--- config.mk ---
export PLATFORM = sky130hd
export DESIGN_NAME = frame_readback
export DESIGN_NICKNAME = d
export VERILOG_FILES = /design/src/rtl/frame_readback.sv
export SDC_FILE = /design/constraint.sdc
export NUM_CORES = 1
export LEC_CHECK = 0
export ABC_AREA = 1
export BUFFER_PORTS_ARGS = -buffer_cell sky130_fd_sc_hd__buf_2
export CORE_ASPECT_RATIO = 1.5
export CORE_UTILIZATION = 43
export CTS_BUF_LIST = sky130_fd_sc_hd__clkbuf_4 sky130_fd_sc_hd__clkbuf_8
export DETAILED_ROUTE_END_ITERATION = 12
export PLACE_DENSITY_LB_ADDON = 0.08
export SETUP_SLACK_MARGIN = 0.2
export SYNTH_ARGS = -nofsm -noshare
export SYNTH_HDL_FRONTEND = slang
export SYNTH_SLANG_ARGS = --single-unit
export TNS_END_PERCENT = 5
--- constraint.sdc ---
create_clock -name clk -period 5.17 [get_ports clk]
set_input_delay 1.2925 -clock clk [delete_from_list [all_inputs] [get_ports clk]]
set_output_delay 1.2925 -clock clk [all_outputs]
set_load 0.05 [all_outputs]
--- src/rtl/frame_readback.sv ---
// frame_readback: windowed reader for the pixel framebuffer BRAM.
//
// Walks a rectangular window x-major, issues one BRAM read per cycle and
// re-times the returned data through a small skid FIFO. Each output beat
// carries its coordinates, and the final beat of the window is flagged.
//
// Ports:
//   clk, rst          system clock, synchronous active-high reset
//   start             single-cycle request; x0/y0/win_w/win_h give the window
//   busy              high from the accepted start until done
//   done              one-cycle pulse after the last beat is accepted
//   err               one-cycle pulse when a start is rejected
//   bram_addr         registered read address (FRAME_WIDTH*y + x)
//   bram_dout         read data, valid READ_LATENCY cycles after bram_addr
//   px_valid/px_ready output stream handshake
//   px_data/x/y/last  output beat payload
//
// READ_LATENCY must be >= 1 and FIFO_DEPTH >= READ_LATENCY+1.
module frame_readback #(
    parameter int unsigned FRAME_WIDTH  = 512,
    parameter int unsigned FRAME_HEIGHT = 384,
    parameter int unsigned COORD_BITS   = 16,
    parameter int unsigned ADDR_BITS    = 18,
    parameter int unsigned DATA_WIDTH   = 16,
    parameter int unsigned READ_LATENCY = 2,
    parameter int unsigned FIFO_DEPTH   = 4
) (
    input  logic                  clk,
    input  logic                  rst,
    input  logic                  start,
    input  logic [COORD_BITS-1:0] x0,
    input  logic [COORD_BITS-1:0] y0,
    input  logic [COORD_BITS-1:0] win_w,
    input  logic [COORD_BITS-1:0] win_h,
    output logic                  busy,
    output logic                  done,
    output logic                  err,
    output logic [ADDR_BITS-1:0]  bram_addr,
    input  logic [DATA_WIDTH-1:0] bram_dout,
    output logic                  px_valid,
    input  logic                  px_ready,
    output logic [DATA_WIDTH-1:0] px_data,
    output logic [COORD_BITS-1:0] px_x,
    output logic [COORD_BITS-1:0] px_y,
    output logic                  px_last
);

    localparam int unsigned PtrW = (FIFO_DEPTH > 1) ? $clog2(FIFO_DEPTH) : 1;
    localparam int unsigned CntW = $clog2(FIFO_DEPTH + READ_LATENCY + 2);
    localparam logic [COORD_BITS:0] MaxX = (COORD_BITS+1)'(FRAME_WIDTH);
    localparam logic [COORD_BITS:0] MaxY = (COORD_BITS+1)'(FRAME_HEIGHT);

    typedef enum logic [1:0] {StIdle, StRead, StDrain} state_e;

    state_e                state_q;
    logic                  busy_q, done_q, err_q;
    logic [ADDR_BITS-1:0]  addr_q;
    logic [COORD_BITS-1:0] cur_x_q, cur_y_q;
    logic [COORD_BITS-1:0] x_first_q, x_last_q, y_last_q;

    // Tag delay line; stage 0 lines up with the address currently on bram_addr,
    // so stage READ_LATENCY lines up with the matching bram_dout.
    logic [READ_LATENCY:0] pipe_vld_q;
    logic [READ_LATENCY:0] pipe_last_q;
    logic [COORD_BITS-1:0] pipe_x_q [READ_LATENCY+1];
    logic [COORD_BITS-1:0] pipe_y_q [READ_LATENCY+1];

    logic [DATA_WIDTH-1:0] fifo_data_q [FIFO_DEPTH];
    logic [COORD_BITS-1:0] fifo_x_q    [FIFO_DEPTH];
    logic [COORD_BITS-1:0] fifo_y_q    [FIFO_DEPTH];
    logic [FIFO_DEPTH-1:0] fifo_last_q;
    logic [PtrW-1:0]       rd_ptr_q, wr_ptr_q;
    logic [CntW-1:0]       fifo_cnt_q;

    logic [COORD_BITS:0]   x_sum, y_sum;
    logic                  bounds_ok, start_ok, start_bad;
    logic [COORD_BITS-1:0] x_end_new, y_end_new;
    logic [CntW-1:0]       inflight;
    logic                  push, pop, room, read_issue;
    logic [COORD_BITS-1:0] iss_x, iss_y, nxt_x, nxt_y, row_first, row_last;
    logic                  iss_last;

    function automatic logic [ADDR_BITS-1:0] pix_addr(input logic [COORD_BITS-1:0] x,
                                                      input logic [COORD_BITS-1:0] y);
        logic [31:0] a;
        a = FRAME_WIDTH * 32'(y) + 32'(x);
        return a[ADDR_BITS-1:0];
    endfunction

    function automatic logic [PtrW-1:0] ptr_inc(input logic [PtrW-1:0] p);
        return (p == PtrW'(FIFO_DEPTH - 1)) ? '0 : p + PtrW'(1);
    endfunction

    // Window validation, sums one bit wider than the coordinates.
    assign x_sum     = {1'b0, x0} + {1'b0, win_w};
    assign y_sum     = {1'b0, y0} + {1'b0, win_h};
    assign bounds_ok = (win_w != '0) && (win_h != '0) && (x_sum <= MaxX) && (y_sum <= MaxY);
    assign start_ok  = start && (state_q == StIdle) && bounds_ok;
    assign start_bad = start && (state_q == StIdle) && !bounds_ok;
    assign x_end_new = x0 + win_w - COORD_BITS'(1);
    assign y_end_new = y0 + win_h - COORD_BITS'(1);

    always_comb begin
        inflight = '0;
        for (int i = 0; i <= READ_LATENCY; i++) begin
            inflight = inflight + CntW'(pipe_vld_q[i]);
        end
    end

    assign push = pipe_vld_q[READ_LATENCY];
    assign pop  = (fifo_cnt_q != '0) && px_ready;
    // A pop this cycle frees a slot, which keeps 1 beat/cycle under steady flow
    // while still bounding inflight + stored at FIFO_DEPTH after the edge.
    assign room = (inflight + fifo_cnt_q) < (CntW'(FIFO_DEPTH) + CntW'(pop));
    // The first read goes out on the same edge that accepts start.
    assign read_issue = start_ok || ((state_q == StRead) && room);

    always_comb begin
        iss_x     = cur_x_q;
        iss_y     = cur_y_q;
        iss_last  = (cur_x_q == x_last_q) && (cur_y_q == y_last_q);
        row_first = x_first_q;
        row_last  = x_last_q;
        if (state_q == StIdle) begin
            iss_x     = x0;
            iss_y     = y0;
            iss_last  = (win_w == COORD_BITS'(1)) && (win_h == COORD_BITS'(1));
            row_first = x0;
            row_last  = x_end_new;
        end
        nxt_x = iss_x + COORD_BITS'(1);
        nxt_y = iss_y;
        if (iss_x == row_last) begin
            nxt_x = row_first;
            nxt_y = iss_y + COORD_BITS'(1);
        end
    end

    always_ff @(posedge clk) begin
        if (rst) begin
            state_q   <= StIdle;
            busy_q    <= 1'b0;
            done_q    <= 1'b0;
            err_q     <= 1'b0;
            addr_q    <= '0;
            cur_x_q   <= '0;
            cur_y_q   <= '0;
            x_first_q <= '0;
            x_last_q  <= '0;
            y_last_q  <= '0;
        end else begin
            done_q <= 1'b0;
            err_q  <= 1'b0;
            if (read_issue) begin
                addr_q  <= pix_addr(iss_x, iss_y);
                cur_x_q <= nxt_x;
                cur_y_q <= nxt_y;
            end
            case (state_q)
                StIdle: begin
                    if (start_ok) begin
                        x_first_q <= x0;
                        x_last_q  <= x_end_new;
                        y_last_q  <= y_end_new;
                        busy_q    <= 1'b1;
                        state_q   <= iss_last ? StDrain : StRead;
                    end else if (start_bad) begin
                        err_q <= 1'b1;
                    end
                end
                StRead: begin
                    if (read_issue && iss_last) state_q <= StDrain;
                end
                StDrain: begin
                    // The last beat is the final one issued, so its pop
                    // means FIFO and pipeline are both empty.
                    if (pop && px_last) begin
                        done_q  <= 1'b1;
                        busy_q  <= 1'b0;
                        state_q <= StIdle;
                    end
                end
                default: state_q <= StIdle;
            endcase
        end
    end

    always_ff @(posedge clk) begin
        if (rst) begin
            pipe_vld_q <= '0;
            rd_ptr_q   <= '0;
            wr_ptr_q   <= '0;
            fifo_cnt_q <= '0;
        end else begin
            pipe_vld_q <= {pipe_vld_q[READ_LATENCY-1:0], read_issue};
            if (push) wr_ptr_q <= ptr_inc(wr_ptr_q);
            if (pop)  rd_ptr_q <= ptr_inc(rd_ptr_q);
            case ({push, pop})
                2'b10:   fifo_cnt_q <= fifo_cnt_q + CntW'(1);
                2'b01:   fifo_cnt_q <= fifo_cnt_q - CntW'(1);
                default: fifo_cnt_q <= fifo_cnt_q;
            endcase
        end
    end

    // Payload storage carries no reset; validity lives in the flags above.
    always_ff @(posedge clk) begin
        pipe_last_q <= {pipe_last_q[READ_LATENCY-1:0], iss_last};
        pipe_x_q[0] <= iss_x;
        pipe_y_q[0] <= iss_y;
        for (int i = 1; i <= READ_LATENCY; i++) begin
            pipe_x_q[i] <= pipe_x_q[i-1];
            pipe_y_q[i] <= pipe_y_q[i-1];
        end
        if (push) begin
            fifo_data_q[wr_ptr_q] <= bram_dout;
            fifo_x_q[wr_ptr_q]    <= pipe_x_q[READ_LATENCY];
            fifo_y_q[wr_ptr_q]    <= pipe_y_q[READ_LATENCY];
            fifo_last_q[wr_ptr_q] <= pipe_last_q[READ_LATENCY];
        end
    end

    fifo_no_overflow: assert property (@(posedge clk) disable iff (rst)
        !(push && !pop && (fifo_cnt_q == CntW'(FIFO_DEPTH))));

    assign busy      = busy_q;
    assign done      = done_q;
    assign err       = err_q;
    assign bram_addr = addr_q;
    assign px_valid  = (fifo_cnt_q != '0);
    assign px_data   = fifo_data_q[rd_ptr_q];
    assign px_x      = fifo_x_q[rd_ptr_q];
    assign px_y      = fifo_y_q[rd_ptr_q];
    assign px_last   = fifo_last_q[rd_ptr_q];

endmodule

# [After elaboration in Yosys (flattened, before gate mapping)]
# Memory sizes are Yosys's and may differ from the RTL's. A register that Yosys moved wholly into a read port is not among the register bits.
# Cells that the tools add are included.
[classes] muxes=33 n_reduce_logical=26 n_bitwise=2 addsub=17 n_eq_ne=14 order_cmp=6
[op_table] cell="two-way mux 16 bit" n=6
[op_table] cell="== test 16 bit" n=3
[op_table] cell="adder 16 x 16 -> 17 bit" n=2
[op_table] cell="adder 16 x 1 -> 16 bit (second input constant)" n=2
[op_table] cell="adder 16 bit" n=2
[op_table] cell="== test 16 x 1 -> 1 bit (second input constant)" n=2
[op_table] cell="nonzero test 16 bit" n=2
[op_table] cell="subtractor 16 x 1 -> 16 bit (second input constant)" n=2
[op_table] cell="two-way mux 2 bit" n=12
[op_table] cell="adder 18 x 16 -> 18 bit" n=1
[op_table] cell="<= comparator 17 x 10 -> 1 bit (second input constant)" n=1
[op_table] cell="<= comparator 17 x 9 -> 1 bit (second input constant)" n=1
[op_table] cell="logical AND 1 bit" n=13
[op_table] cell="two-way mux 1 bit" n=9
[op_table] cell="== test 2 bit (second input constant)" n=4
[op_table] cell="less-than comparator 2 x 3 -> 1 bit (second input constant)" n=2
[op_table] cell="one-hot mux 2 bit (3 select lines)" n=1
[op_table] cell="one-hot mux 3 bit (2 select lines)" n=1
[op_table] cell="AND reduction 3 bit" n=2
[op_table] cell="adder 2 x 1 -> 2 bit (second input constant)" n=2
[op_table] cell="bitwise mux 4 bit" n=1
[op_table] cell="== test 2 x 1 -> 1 bit (second input constant)" n=2
[op_table] cell="!= test 2 bit (second input constant)" n=2
[op_table] cell="nonzero test 2 bit" n=2
[op_table] cell="20 further kinds" n=21
[word_totals] regBits=120 word_cells=119 mem_count=5 mem_bits_rw=288 output_inout_bits=71
[memory_table] name="fifo_data_q" words=4 word_bits=16 rd=1 rd_ports_with_merged_regs=1 write_ports=1 line_no="68" rtl="logic [DATA_WIDTH-1:0] fifo_data_q [FIFO_DEPTH];"
[memory_table] name="fifo_x_q" words=4 word_bits=16 rd=1 rd_ports_with_merged_regs=1 write_ports=1 line_no="69" rtl="logic [COORD_BITS-1:0] fifo_x_q [FIFO_DEPTH];"
[memory_table] name="fifo_y_q" words=4 word_bits=16 rd=1 rd_ports_with_merged_regs=1 write_ports=1 line_no="70" rtl="logic [COORD_BITS-1:0] fifo_y_q [FIFO_DEPTH];"
[memory_table] name="pipe_x_q" words=3 word_bits=16 rd=3 rd_ports_with_merged_regs=0 write_ports=3 line_no="65" rtl="logic [COORD_BITS-1:0] pipe_x_q [READ_LATENCY+1];"
[memory_table] name="pipe_y_q" words=3 word_bits=16 rd=3 rd_ports_with_merged_regs=0 write_ports=3 line_no="66" rtl="logic [COORD_BITS-1:0] pipe_y_q [READ_LATENCY+1];"

# [Depth between registers and ports, before layout]
# Gate-level depths: netlist (run 1).
[depth] ltp_word=9 mapped_depth=26 mapped_depth_nobuf=25

# [Worst setup path after synthesis (run 1)]
# Ideal clock, no wire load.
[synth_timing] kind="input port to flip-flop" start="input port win_w[1]" end="register cur_x_q[8]" path_stages=24 arrival_ns=3.860 path_slack_ns=1.198 cell_sequence="inv_1 > ha_1 > inv_1 > ha_1 > fa_1 > nand3_1 > nand2_1 > nand2_1 > nand2_1 > nand2_1 > nand2_1 > nand2_1 > nand3_1 > nand3_1 > nand2_1 > nor2_1 > nand2_1 > nor2_1 > nand2_2 > buf_2 > o21ai_1 > o21ai_1 > nand2_1 > nand2_1"
[synth_between] elab_chain_len=6 elab_cells_between_ends=13 classes_between="add/sub (3); order compare (1); eq/ne (1); mux (2); reduce/logical (6)"
[synth_rtl] item="start, declared" line_no="33" rtl="input logic [COORD_BITS-1:0] win_w,"
[synth_rtl] item="branches (longest 6 deep; another with adder 16 bit)"
[synth_rtl] item="end signal, assigned" line_no="156" rtl="cur_x_q <= nxt_x;"
[synth_rtl] item="end, declared" line_no="58" rtl="logic [COORD_BITS-1:0] cur_x_q, cur_y_q;"
# Several ways; the timed one is not identified.
# A chain may end at the register's enable or synchronous reset.

# [Worst setup path after layout (run 1)]
[layout_timing] start="input port x0[9]" end="register cur_y_q[8]"
[layout_between] elab_chain_len=6 elab_cells_between_ends=12 classes_between="add/sub (3); order compare (1); eq/ne (1); mux (3); reduce/logical (4)"
[layout_rtl] item="start, declared" line_no="31" rtl="input logic [COORD_BITS-1:0] x0,"
[layout_rtl] item="branches (longest 6 deep; another with adder 16 bit)"
[layout_rtl] item="end signal, assigned" line_no="157" rtl="cur_y_q <= nxt_y;"
[layout_rtl] item="end, declared" line_no="58"
# Several ways; the timed one is not identified.

==> flow_metrics.tcl, run 1 <==
set metrics [dict create \
    cap_violations 0 \
    drt_pass1_iterations 5 \
    first_global_vias 17100 \
    floorplan.die.height_um 272 \
    h-tree-depth 2 \
    footprint_of_the_multi_input_gates_mm2 0.00895 \
    globalRoute.totalOverflow 0 \
    final-max-slew-violation-count 0 \
    fill_cells 4763 \
    post_synth.cell_area_avg_um2 8.22 \
    final_design_area_no_fill_mm2 0.0237 \
    worst_slew_pin_slew_ps 1100 \
    grt_setup_unrepaired "no" \
    antenna_found_initial 1 \
    synth_cells 2547 \
    routed_wirelength_mm 60.1 \
    timing.critical_path.arrival_ps 4860 \
    synthDominantAreaCellType "sky130_fd_sc_hd__edfxtp_1" \
    worst_slack_ps 828 \
    synth.net_count 2745 \
    avgViaCountPerCell 5.13 \
    r2r_start "pipe_vld_q[0]$_SDFF_PP0_" \
    netlist.area_leader.share_pct 28.1 \
    synth_sequential_area_ratio_pct 48.6 \
    synthFlopType "sky130_fd_sc_hd__dfxtp_1" \
    chipWidth_um 182 \
    cts_num_sinks 410 \
    cts_hold_buffers 0 \
    maxSlewHeadroom_pct 26.3 \
    cts_buffer_depth 3 \
    worstSetupStartpointType "input port" \
    area_growth_syn_to_fin_pct 13.2 \
    wl_per_cell_um 17.9 \
    finalCritPeriodShare_pct 84.0 \
    wp_data_required_ps 5680 \
    maxClockFrequency_mhz 230 \
    maximum_number_of_pins_on_one_net_before_global_route_repair 97 \
    cts-resized-gates 0 \
    power.density_cell_area_mw_per_mm2 314 \
    remaining_design_rule_violation_count 0 \
    drt_first_iter_violations 1014 \
    cts_setup_buffers 0 \
    fp.coreArea_mm2 0.0478 \
    vdd.ir_drop.worst_v 0.000150 \
    global_route.usage.total_pct 24.2 \
    synth_async_sr_flop_share_pct 0 \
    worstSetupStartpoint "x0[9]" \
    post_synth_main_area_contributors "sky130_fd_sc_hd__edfxtp_1 (28%), sky130_fd_sc_hd__dfxtp_1 (20%), sky130_fd_sc_hd__nand2_1 (9.6%), sky130_fd_sc_hd__inv_1 (6.6%), sky130_fd_sc_hd__ha_1 (6.3%)" \
    number_of_buffers_inserted_during_clock_tree_synthesis 57 \
    clock_tree_from_tritoncts "yes" \
    sequential_cell_area_mm2 0.0102 \
    clk_pin_slew_worst_paths_ps 70 \
    worst_skew_pair.late_latency_ps 620 \
    postRouteAntennaNets 0 \
    hold_start "pipe_x_q[0][20]$_DFF_P_" \
    cp-end-kind "flip-flop" \
    final_net_count 2909 \
    start_util_pct 43.8 \
    cts-root-buf "sky130_fd_sc_hd__clkbuf_8" \
    timing.final.setup_violations 0 \
    p_total_mw 7.43 \
    io_pins 155 \
    first_pass_grt_wire_length_mm 92.8 \
    yosysWarningCount 0 \
    die-area_mm2 0.0496 \
    layout-drive-gt1-share_pct 12.5 \
    number_of_enable_type_register_cells_in_the_synthesized_netlist 196 \
    leakage_nw 11.0 \
    floorplan.rows 98 \
    hold_path_class "flip-flop to flip-flop" \
    final.setup_skew_ps 18.6 \
    hold_violations 0 \
    placed_area_mm2 0.0223 \
    period_minus_slack_ps 4340 \
    synth_seq_cells 410 \
    synth.lib_cells_used.distinct 52 \
    critical_path_class "input port to flip-flop" \
    run_status "finished clean" \
    worst_setup_slack_after_placement_ps 178 \
    place.gp.congestion 1.01 \
    detailroute.via_count 17200 \
    port-buffer-count 154 \
    totalNegativeSetupSlack_ps 0 \
    worstPathMaxFanout 10 \
    post_synth_instance_area_mm2 0.0209 \
    dp_hpwl_mm 45.0 \
]
-- layer usage --
| layer | wire length [µm] | vias up | track usage, % |
|---|---|---|---|
| met5 | 0 | - | 0 |
| met4 | 2310 | 0 | 9.69 |
| met3 | 2140 | 116 | 2.45 |
| met2 | 31700 | 421 | 46.6 |
| met1 | 24000 | 8000 | 26.8 |
| li1 | - | 8693 | - |
-- worst max-delay path: stages --
cell and delay [ps]:
sky130_fd_sc_hd__buf_2 110, sky130_fd_sc_hd__inv_1 60, sky130_fd_sc_hd__ha_1 360, sky130_fd_sc_hd__inv_1 90, sky130_fd_sc_hd__ha_1 380, sky130_fd_sc_hd__nand2_1 130, sky130_fd_sc_hd__nor2_1 340, sky130_fd_sc_hd__nand3_1 230
sky130_fd_sc_hd__nand3_1 140, sky130_fd_sc_hd__nand2_1 50, sky130_fd_sc_hd__nand2_1 70, sky130_fd_sc_hd__inv_1 80, sky130_fd_sc_hd__nand2_1 80, sky130_fd_sc_hd__nand2_1 50, sky130_fd_sc_hd__nand2_1 90, sky130_fd_sc_hd__nand2_1 70
sky130_fd_sc_hd__nor3_1 540, sky130_fd_sc_hd__nand3_1 190, sky130_fd_sc_hd__buf_4 220, sky130_fd_sc_hd__nand2_1 60, sky130_fd_sc_hd__nand3_1 90, sky130_fd_sc_hd__nand2_1 70, sky130_fd_sc_hd__inv_1 30
-- flip-flops by register name (all words and copies together), names as in the netlist, 2 cells and up, named ones only --
register,flops
fifo_data_q,64
fifo_x_q,64
fifo_y_q,64
pipe_x_q,48
pipe_y_q,48
bram_addr,18
cur_x_q,16
cur_y_q,16
x_first_q,16
x_last_q,16
y_last_q,16
fifo_last_q,4
fifo_cnt_q,3
pipe_last_q,3
pipe_vld_q,3
rd_ptr_q,2
state_q,2
wr_ptr_q,2
-- cell usage after synthesis, types with 2 or more instances --
cell type / count
sky130_fd_sc_hd__xor2_1: 48
sky130_fd_sc_hd__nand2_1: 533
sky130_fd_sc_hd__edfxtp_1: 196
sky130_fd_sc_hd__o21ai_1: 28
sky130_fd_sc_hd__o21ai_2: 4
sky130_fd_sc_hd__nor2_4: 2
sky130_fd_sc_hd__nand2_2: 3
sky130_fd_sc_hd__o22ai_1: 48
sky130_fd_sc_hd__nand3b_1: 6
sky130_fd_sc_hd__a21oi_2: 9
sky130_fd_sc_hd__nor3_1: 26
sky130_fd_sc_hd__o21bai_1: 3
sky130_fd_sc_hd__o21ai_0: 198
sky130_fd_sc_hd__inv_1: 366
sky130_fd_sc_hd__a21oi_1: 95
sky130_fd_sc_hd__a211oi_1: 4
sky130_fd_sc_hd__clkbuf_1: 43
sky130_fd_sc_hd__or2_2: 8
sky130_fd_sc_hd__nor4_1: 18
sky130_fd_sc_hd__o21a_1: 2
sky130_fd_sc_hd__xnor2_1: 15
sky130_fd_sc_hd__buf_2: 20
sky130_fd_sc_hd__a21boi_0: 3
sky130_fd_sc_hd__o211ai_1: 10
sky130_fd_sc_hd__nand2_4: 3
sky130_fd_sc_hd__nand3_1: 159
sky130_fd_sc_hd__nor2_2: 3
sky130_fd_sc_hd__dfxtp_1: 214
sky130_fd_sc_hd__and3_1: 2
sky130_fd_sc_hd__buf_4: 6
sky130_fd_sc_hd__buf_6: 9
sky130_fd_sc_hd__nand4_1: 37
sky130_fd_sc_hd__nor2_1: 283
sky130_fd_sc_hd__nor3b_1: 2
sky130_fd_sc_hd__ha_1: 106
sky130_fd_sc_hd__and2_1: 3
sky130_fd_sc_hd__fa_1: 8
sky130_fd_sc_hd__inv_2: 8
sky130_fd_sc_hd__a31oi_1: 3
-- path summary, 6_finish.rpt --
| path | to | slack (ps) | depth (start not counted) |
|---|---|---|---|
| worst max-delay path | cur_y_q[8]$_SDFFE_PP0P_ | 830 | 23 |
| worst min-delay path | pipe_x_q[0][36]$_DFF_P_ | 320 | 0 |
| worst max register to register | cur_x_q[4]$_SDFFE_PP0P_ | 1360 | 10 |
| worst min register to register | pipe_x_q[0][36]$_DFF_P_ | 320 | 0 |
-- through the flow --
| step | hold WS [ps] | utilization, % | instances |
|---|---|---|---|
| floorplan | 310 | - | 2547 |
| global placement | 310 | 46.6 | 3252 |
| detailed placement | 312 | 46.6 | 3252 |
| CTS | 320 | 49.5 | 3360 |
| global route | 326 | 49.5 | 3361 |
| finish | 323 | 49.5 | 3361 |
-- layout by cell type (no fill, tap or decap), drive strengths merged, types with 48 or more instances in the layout --
cell type	n
edfxtp	196
clkbuf	79
nor2	288
dfxtp	214
xor2	48
nand2	539
nand3	160
o22ai	48
ha	106
a21oi	104
inv	376
o21ai	230
buf	184
-- cell type report --
cell class | count | share of cell area, %
well taps | 600 | 3.17
multi-input cells | 1684 | 37.8
inverters | 374 | 5.93
flip-flops and latches | 410 | 42.9
diodes | 1 | 0.0106
clock buffers | 79 | 4.33
repair buffers | 184 | 4.26
clock inverters | 29 | 1.62
-- cell families after synthesis --
logic type               after synthesis  share of synthesized area (%)
AO/OA/AOI/OAI                        412                           10.7
adder cells (fa/ha/maj)              114                           7.10
buffers and inverters                453                           8.67
XOR/XNOR                              63                           2.64
AND/OR/NAND/NOR                     1095                           22.2
flip-flops                           410                           48.6
-- where the power goes --
part / total, mW / internal, mW / switching (mW)
registers: 3.45 / 3.44 / 0.0187
clock network: 3.01 / 1.75 / 1.26
logic: 0.968 / 0.319 / 0.650
(Power assumes the default switching activity.)
==> run 2: changes to the inputs <==
- ABC_AREA: 1 -> 0
- clock period: 5.17 -> 4.42 ns (I/O delays scaled with it)
==> run 2 against run 1 <==
  * Cell count down 15%
  * First-iteration DRC count down 28%
  * Global-route usage is 1.9 points lower
  * Non-clock buffer count rose by 269
  * Critical endpoint is now cur_y_q[0]$_SDFFE_PP0P_
  * Largest power group unchanged
==> flow_metrics.tcl, run 2 <==
set metrics [dict create \
    power.density_cell_area_mw_per_mm2 342 \
    worstSetupStartpoint "win_w[1]" \
    layout_commonest_cell "sky130_fd_sc_hd__buf_4" \
    hold_violations 0 \
    hold_slack_ps 325 \
    synth.net_count 2006 \
    globalRoute.totalOverflow 0 \
    floorplan.rows 95 \
    h-tree-depth 2 \
    synth_cells 1808 \
    routed_wirelength_mm 51.7 \
    clock_tree_from_tritoncts "yes" \
    wl_per_cell_um 18.0 \
    cts_num_sinks 410 \
    maxClockFrequency_mhz 232 \
    layout-drive-gt1-share_pct 29.4 \
    chipWidth_um 177 \
    netlist.area_leader.share_pct 29.8 \
    critical_path_class "input port to flip-flop" \
    timing.critical_path.arrival_ps 4780 \
    cp-end-kind "flip-flop" \
    area_growth_syn_to_fin_pct 25.5 \
    r2r_start "state_q[0]$_SDFFE_PP0P_" \
    maximum_number_of_pins_on_one_net_before_global_route_repair 57 \
    vdd.ir_drop.worst_v 0.000244 \
    synthTopCellsByCount "sky130_fd_sc_hd__dfxtp_1 (214), sky130_fd_sc_hd__edfxtp_1 (196), sky130_fd_sc_hd__nand2_1 (187)" \
    cell_with_the_most_instances_after_synthesis "sky130_fd_sc_hd__dfxtp_1" \
    synthDominantAreaCellType "sky130_fd_sc_hd__edfxtp_1" \
    maxSlewHeadroom_pct 44.3 \
    hold_path_class "flip-flop to flip-flop" \
    cts-root-buf "sky130_fd_sc_hd__clkbuf_8" \
    post_synth_instance_area_mm2 0.0198 \
    timing.final.setup_violations 0 \
    number_of_enable_type_register_cells_in_the_synthesized_netlist 196 \
    worst_skew_pair.late_latency_ps 610 \
    synthFlopType "sky130_fd_sc_hd__dfxtp_1" \
    yosysWarningCount 0 \
    synth.lib_cells_used.distinct 88 \
    first_global_vias 15200 \
    port-buffer-count 154 \
    worstPathMaxFanout 6 \
    first_pass_grt_wire_length_mm 80.5 \
    fill_cells 4026 \
    cap_violations 0 \
    number_of_buffers_inserted_during_clock_tree_synthesis 54 \
    die-area_mm2 0.0468 \
    antenna_found_initial 1 \
    remaining_design_rule_violation_count 0 \
    largest_registers_ranked_by_flip_flop_count "fifo_data_q: 64 flops, fifo_x_q: 64 flops, fifo_y_q: 64 flops" \
    final.setup_skew_ps 29.6 \
    wp_data_required_ps 4890 \
    cts_buffer_depth 3 \
    leakage_nw 10.2 \
    grt_setup_unrepaired "yes" \
    final-max-slew-violation-count 0 \
    worstSetupStartpointType "input port" \
    postRouteAntennaNets 0 \
    synth_async_sr_flop_share_pct 0 \
    synth_sequential_area_ratio_pct 51.5 \
    p_total_mw 8.48 \
    global_route.usage.total_pct 22.3 \
    run_status "finished clean" \
    drt_pass1_iterations 5 \
    drt_first_iter_violations 729 \
    clk_pin_slew_worst_paths_ps 70 \
    place.gp.congestion 0.892 \
    post_synth.cell_area_avg_um2 10.9 \
    synth_seq_cells 410 \
    start_util_pct 43.9 \
    dp_hpwl_mm 38.4 \
    final_cell_mix "sky130_fd_sc_hd__buf_4 (283), sky130_fd_sc_hd__dfxtp_1 (212), sky130_fd_sc_hd__edfxtp_1 (196)" \
    fp.coreArea_mm2 0.0450 \
    post_synth_main_area_contributors "sky130_fd_sc_hd__edfxtp_1 (30%), sky130_fd_sc_hd__dfxtp_1 (22%), sky130_fd_sc_hd__ha_1 (6.7%), sky130_fd_sc_hd__mux4_2 (5.6%), sky130_fd_sc_hd__nand2_1 (3.6%)" \
    avgViaCountPerCell 5.10 \
    detailroute.via_count 14700 \
    final_net_count 2442 \
    period_minus_slack_ps 4310 \
    floorplan.die.height_um 265 \
    worst_slew_pin_slew_ps 828 \
    io_pins 155 \
    finalCritPeriodShare_pct 97.5 \
    hold_start "pipe_x_q[0][6]$_DFF_P_" \
]
[run 2: per-stage QoR]
stage	setup TNS, ps	area (µm²)	instances	setup WS [ps]	utilization (%)
6_report	0	24800	2873	110	55.1
3_5_place_dp	-57530	23300	2761	-814	51.7
3_3_place_gp	-53940	23300	2761	-717	51.7
5_1_grt	0	24800	2873	1.45	55.1
4_1_cts	0	24700	2870	18.7	54.8
2_1_floorplan	-4970	19800	1808	-295	-
[run 2: layer usage]
layer / track usage (%) / vias to the layer above / wire length [µm]
met5: 0 / - / 0
met4: 11.0 / 0 / 2320
met3: 2.35 / 108 / 1710
met2: 40.4 / 317 / 26600
met1: 25.7 / 6932 / 21000
li1: - / 7306 / -
[run 2: what timing repair did]
action,CTS,global route
resized for setup,21,25
pin swaps,15,4
setup buffers,5,1
gates cloned,2,1
hold buffers,0,0
setup endpoints to repair,81,101
[run 2: logic make-up after synthesis]
group | count (synthesis) | share of synthesized area [%]
simple gates | 512 | 12.2
flops | 410 | 51.5
compound gates | 334 | 11.4
buf+inv | 243 | 5.10
xor+xnor | 116 | 5.14
fa+ha+maj | 114 | 7.52
mux | 79 | 7.14
[run 2: where the power goes]
group          internal, mW  switching (mW)  total (mW)
registers              4.02          0.0211        4.04
clock network          1.67            1.39        3.06
logic                 0.673           0.707        1.38
total                  6.36            2.11        8.48
[run 2: final timing paths]
path	endpoint	slack, ps	cells past startpoint
setup / recovery	cur_y_q[0]$_SDFFE_PP0P_	110	20
hold / removal	pipe_x_q[0][22]$_DFF_P_	320	0
setup reg to reg	bram_addr[16]$_SDFFE_PP0P_	440	14
hold reg to reg	pipe_x_q[0][22]$_DFF_P_	320	0
[run 2: layout make-up]
cell class | instances | area, µm² | area share (%)
Antenna cell | 1 | 2.50 | 0.0101
Clock buffer | 79 | 981 | 3.96
Clock inverter | 23 | 223 | 0.898
Inverter | 170 | 653 | 2.63
Multi-Input combinational cell | 1155 | 8790 | 35.5
Sequential cell | 410 | 10200 | 41.0
Tap cell | 582 | 728 | 2.94
Timing Repair Buffer | 453 | 3250 | 13.1
[run 2: critical path, stage by stage]
cell and delay [ps]:
sky130_fd_sc_hd__buf_8 80, sky130_fd_sc_hd__inv_6 30, sky130_fd_sc_hd__ha_4 270, sky130_fd_sc_hd__inv_4 40, sky130_fd_sc_hd__ha_4 150, sky130_fd_sc_hd__fa_2 340
sky130_fd_sc_hd__a211o_1 300, sky130_fd_sc_hd__a211oi_2 280, sky130_fd_sc_hd__or2_1 170, sky130_fd_sc_hd__a211oi_2 80, sky130_fd_sc_hd__xor2_2 200, sky130_fd_sc_hd__mux2_4 320
sky130_fd_sc_hd__or4_4 560, sky130_fd_sc_hd__nor2_8 150, sky130_fd_sc_hd__buf_12 140, sky130_fd_sc_hd__buf_8 130, sky130_fd_sc_hd__buf_6 110, sky130_fd_sc_hd__a311oi_2 80
sky130_fd_sc_hd__o2111ai_1 130, sky130_fd_sc_hd__o21ai_1 100
